File: src/rtl/spi_cmd_ctl.sv
// Command sequencer for one SPI chip-select window: the first byte selects the command,
// and the bytes after it go to the config registers or the pixel RAM, or end the frame.
module spi_cmd_ctl #(
  parameter int CFG_NUM = 6,
  parameter int PIX_NUM = 768,
  parameter int CFG_AW  = $clog2(CFG_NUM),
  parameter int PIX_AW  = $clog2(PIX_NUM)
) (
  input  logic              clk_in,
  input  logic              spi_rst_n,
  input  logic              byte_rdy_in,
  input  logic [7:0]        byte_data_in,
  output logic              cfg_wr_en_out,
  output logic [CFG_AW-1:0] cfg_wr_addr_out,
  output logic [7:0]        cfg_wr_data_out,
  output logic              pix_wr_en_out,
  output logic [PIX_AW-1:0] pix_wr_addr_out,
  output logic [7:0]        pix_wr_data_out,
  output logic              frame_done_out,
  output logic              overrun_out
);

  typedef enum logic [1:0] {IDLE, CFG, PIX, DROP} state_t;

  localparam logic [7:0]      CMD_CFG   = 8'h2A;
  localparam logic [7:0]      CMD_PIX   = 8'h2B;
  localparam logic [7:0]      CMD_FRAME = 8'h2C;
  localparam logic [PIX_AW:0] CFG_LIM   = CFG_NUM[PIX_AW:0];
  localparam logic [PIX_AW:0] PIX_LIM   = PIX_NUM[PIX_AW:0];
  localparam logic [PIX_AW:0] CNT_ONE   = (PIX_AW+1)'(1);

  state_t          state;
  logic [PIX_AW:0] cnt;

  always_ff @(posedge clk_in or negedge spi_rst_n) begin
    if (!spi_rst_n) begin
      state           <= IDLE;
      cnt             <= '0;
      cfg_wr_en_out   <= 1'b0;
      cfg_wr_addr_out <= '0;
      cfg_wr_data_out <= '0;
      pix_wr_en_out   <= 1'b0;
      pix_wr_addr_out <= '0;
      pix_wr_data_out <= '0;
      frame_done_out  <= 1'b0;
      overrun_out     <= 1'b0;
    end else begin
      cfg_wr_en_out  <= 1'b0;
      pix_wr_en_out  <= 1'b0;
      frame_done_out <= 1'b0;
      if (byte_rdy_in) begin
        case (state)
          IDLE: begin
            case (byte_data_in)
              CMD_CFG: begin
                state <= CFG;
                cnt   <= '0;
              end
              CMD_PIX: begin
                state <= PIX;
                cnt   <= '0;
              end
              CMD_FRAME: begin
                frame_done_out <= 1'b1;
                state          <= DROP;
              end
              default: state <= DROP;
            endcase
          end
          CFG: begin
            // The counter saturates at the limit, so excess bytes never wrap onto address 0.
            if (cnt < CFG_LIM) begin
              cfg_wr_en_out   <= 1'b1;
              cfg_wr_addr_out <= cnt[CFG_AW-1:0];
              cfg_wr_data_out <= byte_data_in;
              cnt             <= cnt + CNT_ONE;
            end else begin
              overrun_out <= 1'b1;
            end
          end
          PIX: begin
            if (cnt < PIX_LIM) begin
              pix_wr_en_out   <= 1'b1;
              pix_wr_addr_out <= cnt[PIX_AW-1:0];
              pix_wr_data_out <= byte_data_in;
              cnt             <= cnt + CNT_ONE;
            end else begin
              overrun_out <= 1'b1;
            end
          end
          default: ;
        endcase
      end
    end
  end

endmodule

File: config.mk
export PLATFORM = sky130hd
export DESIGN_NAME = spi_cmd_ctl
export DESIGN_NICKNAME = d
export VERILOG_FILES = /design/src/rtl/spi_cmd_ctl.sv
export SDC_FILE = /design/constraint.sdc
export NUM_CORES = 1
export LEC_CHECK = 0
export BUFFER_PORTS_ARGS = -buffer_cell sky130_fd_sc_hd__buf_2
export CORE_MARGIN = 10
export CORE_UTILIZATION = 58
export DETAILED_ROUTE_END_ITERATION = 7
export PLACE_DENSITY = 0.84
export SETUP_SLACK_MARGIN = 0.3
export SYNTH_ARGS = -nofsm -noshare
export SYNTH_HDL_FRONTEND = slang
export SYNTH_SLANG_ARGS = --single-unit
File: constraint.sdc
create_clock -name clk_in -period 4.5 [get_ports clk_in]
set_clock_uncertainty 0.05 [all_clocks]
set_input_delay 0.675 -clock clk_in [delete_from_list [all_inputs] [get_ports clk_in]]
set_output_delay 0.675 -clock clk_in [all_outputs]
set_load 0.01 [all_outputs]
==> qor.yml <==
min_path_type: "reg2reg"
cp-end-kind: "flop"
cts_tree: "yes"
htreeDepth: 2
synth_edf_count: 0
start_kind: "input port"
tightest_slew_ns: 0.9795
firstDrtPassIters: 4
pwr-share-clk_pct: 37.1
io_pins: 44
syn_to_final_growth_pct: 14.73
ys_ff_latch: 46
ys_async_sr_fraction_pct: 100.0
place_hpwl_um: 3260
rows: 22
seq_area_frac_synth_pct: 53.58
grt_pass1_wl_um: 7445
layout-drive-gt1-share_pct: 39.72
drtAntennaViolNets: 0
ctsHoldBuffers: 0
critical_path.max_fanout: 11
grt_max_degree: 47
drv_slew: 0
cts_setup_buffers: 0
final_area_mm2: 0.002465
syn_area_per_cell_um2: 12.56
status: "complete, no violations"
synth_warnings: 0
wl_per_cell_um: 17.03
p_int_uw: 540.7
clock-sinks: 46
die_y_um: 80.86
synth_top_area_share_pct: 53.58
port_buffers: 43
power_uw: 684.2
powerDensity_mw_per_mm2: 277.6
worstSkewPairLatency_ns: 0.30
synth_cell_types: 35
grtUsageTotal_pct: 14.46
synth_area_mm2: 0.002148
max-cap-violations: 0
timing.final.crit_period_ns: 2.363
nNetsFinal: 229
place_area_mm2: 0.002374
clk_pin_slew_ns: 0.08
antenna_cells: 0
cts_root_buffer: "clkbuf_8"
mostFrequentLayoutCell: "dfrtp_1"
core_mm2: 0.003633
dp_slack_ns: 1.869
cts-resized-gates: 0
setup-tns-final_ns: 0
ys.flop_type: "dfrtp_1"
period_share_pct: 52.51
drc: 0
worstPathArrival_ns: 2.54
numCtsBuffers: 5
num_vias: 1497
rsz0062_at_grt: "false"
vias_per_cell: 5.714
ir_drop_mv: 0.1610
switching_share_pct: 20.96
p_sw_uw: 143.4
start_util_pct: 59.13
combPwrFrac_pct: 2.5
synth.top_cells.by_area: "dfrtp_1 54%, mux2_2 10%, mux2_4 6.3%, ha_1 2.9%, nand2_1 2.1%"
wl_um: 4462
finalHoldViolations: 0
crit_type: "in2reg"
syn_nets: 187
gp_congestion: 0.8351
grt-ovfl-total: 0
setup_violations: 0
max_freq_mhz: 423.2
cellLeakagePower_uw: 0.001333
layout_common_cells: "46 x dfrtp_1, 43 x buf_2, 20 x mux2_2, 12 x nand2_1"
grt_pass1_vias: 1564
die_x_um: 80.86
syn_inst: 171
fin_ws_ns: 2.137
worstPathRequired_ns: 4.67
dr.first_iter.drc_count: 71
clock_path_buffers: 2
seq_power_share_pct: 60.4
slew-limit-headroom_pct: 34.70
antenna_found_initial: 0
synth_top_cell_by_area: "dfrtp_1"
dieArea_mm2: 0.006538
worst max-delay path, cell delays in order:
cell      delay, ns
buf_2          0.11
nand3b_1       0.21
o41ai_2        0.86
and3_1         0.45
mux2i_1        0.22
stage by stage:
stage          std cells  hold WS [ns]  utilization, %
2_1_floorplan        171        0.3294               -
3_3_place_gp         254        0.4149           65.32
3_5_place_dp         254        0.4293           65.32
4_1_cts              262        0.4476           67.84
5_1_grt              262        0.4668           67.84
6_report             262        0.4512           67.84
logic make-up after synthesis:
kind of cell    share of synthesized area [%]
mux                                     17.71
simple gates                            12.11
fa+ha+maj                               2.912
compound gates                          9.785
buf+inv                                 3.902
flops                                   53.58
cell usage after synthesis, types with 5 or more instances:
cell type and count:
dfrtp_1 46, mux2_2 20, nand2_1 12, inv_1 9
mux2_4 9, nor3_1 7, nand4_1 6, ha_1 5
nor2_1 5
cell type report:
cell class | count | area (µm²)
inverter | 9 | 33.78
clock inverter | 1 | 5.005
sequential | 46 | 1151
multi-input combinational | 108 | 913.4
fill | 278 | 1169
clock buffer | 7 | 86.33
timing repair buffer | 43 | 215.2
tap | 48 | 60.06
routing by layer:
layer  wire length, µm  GRT usage, %
met3               393         5.519
met4                74         5.190
met2              2182         23.73
met5                 0             0
met1              1811         16.96
flip-flops by register name (all words and copies together), names as in the netlist:
signal	flops
state	2
cfg_wr_addr_out	3
frame_done_out	1
pix_wr_addr_out	10
cfg_wr_en_out	1
pix_wr_en_out	1
overrun_out	1
cfg_wr_data_out	8
pix_wr_data_out	8
cnt	11
final timing paths:
| kind | startpoint | endpoint | slack [ns] | cells after the start |
|---|---|---|---|---|
| worst min register to register | overrun_out | overrun_out | 0.45 | 1 |
| worst min-delay path | overrun_out | overrun_out | 0.45 | 1 |
| worst max register to register | cnt[8] | pix_wr_addr_out[2] | 2.40 | 3 |
| worst max-delay path | byte_data_in[4] | cnt[1] | 2.14 | 5 |
| min in group asynchronous | spi_rst_n | cfg_wr_addr_out[2] | 0.48 | 1 |
| max in group asynchronous | spi_rst_n | pix_wr_data_out[2] | 3.32 | 1 |
power by group through the flow:
stage / combinational [µW] / clock (µW) / sequential [µW]
3_3_place_gp: 17.1 / 0 / 421
4_1_cts: 18.0 / 260 / 413
6_report: 17.3 / 254 / 413
2_1_floorplan: 1.45 / 0 / 421
5_1_grt: 20.0 / 282 / 413
3_5_place_dp: 18.0 / 0 / 421
Power figures use the tool's default switching activity.
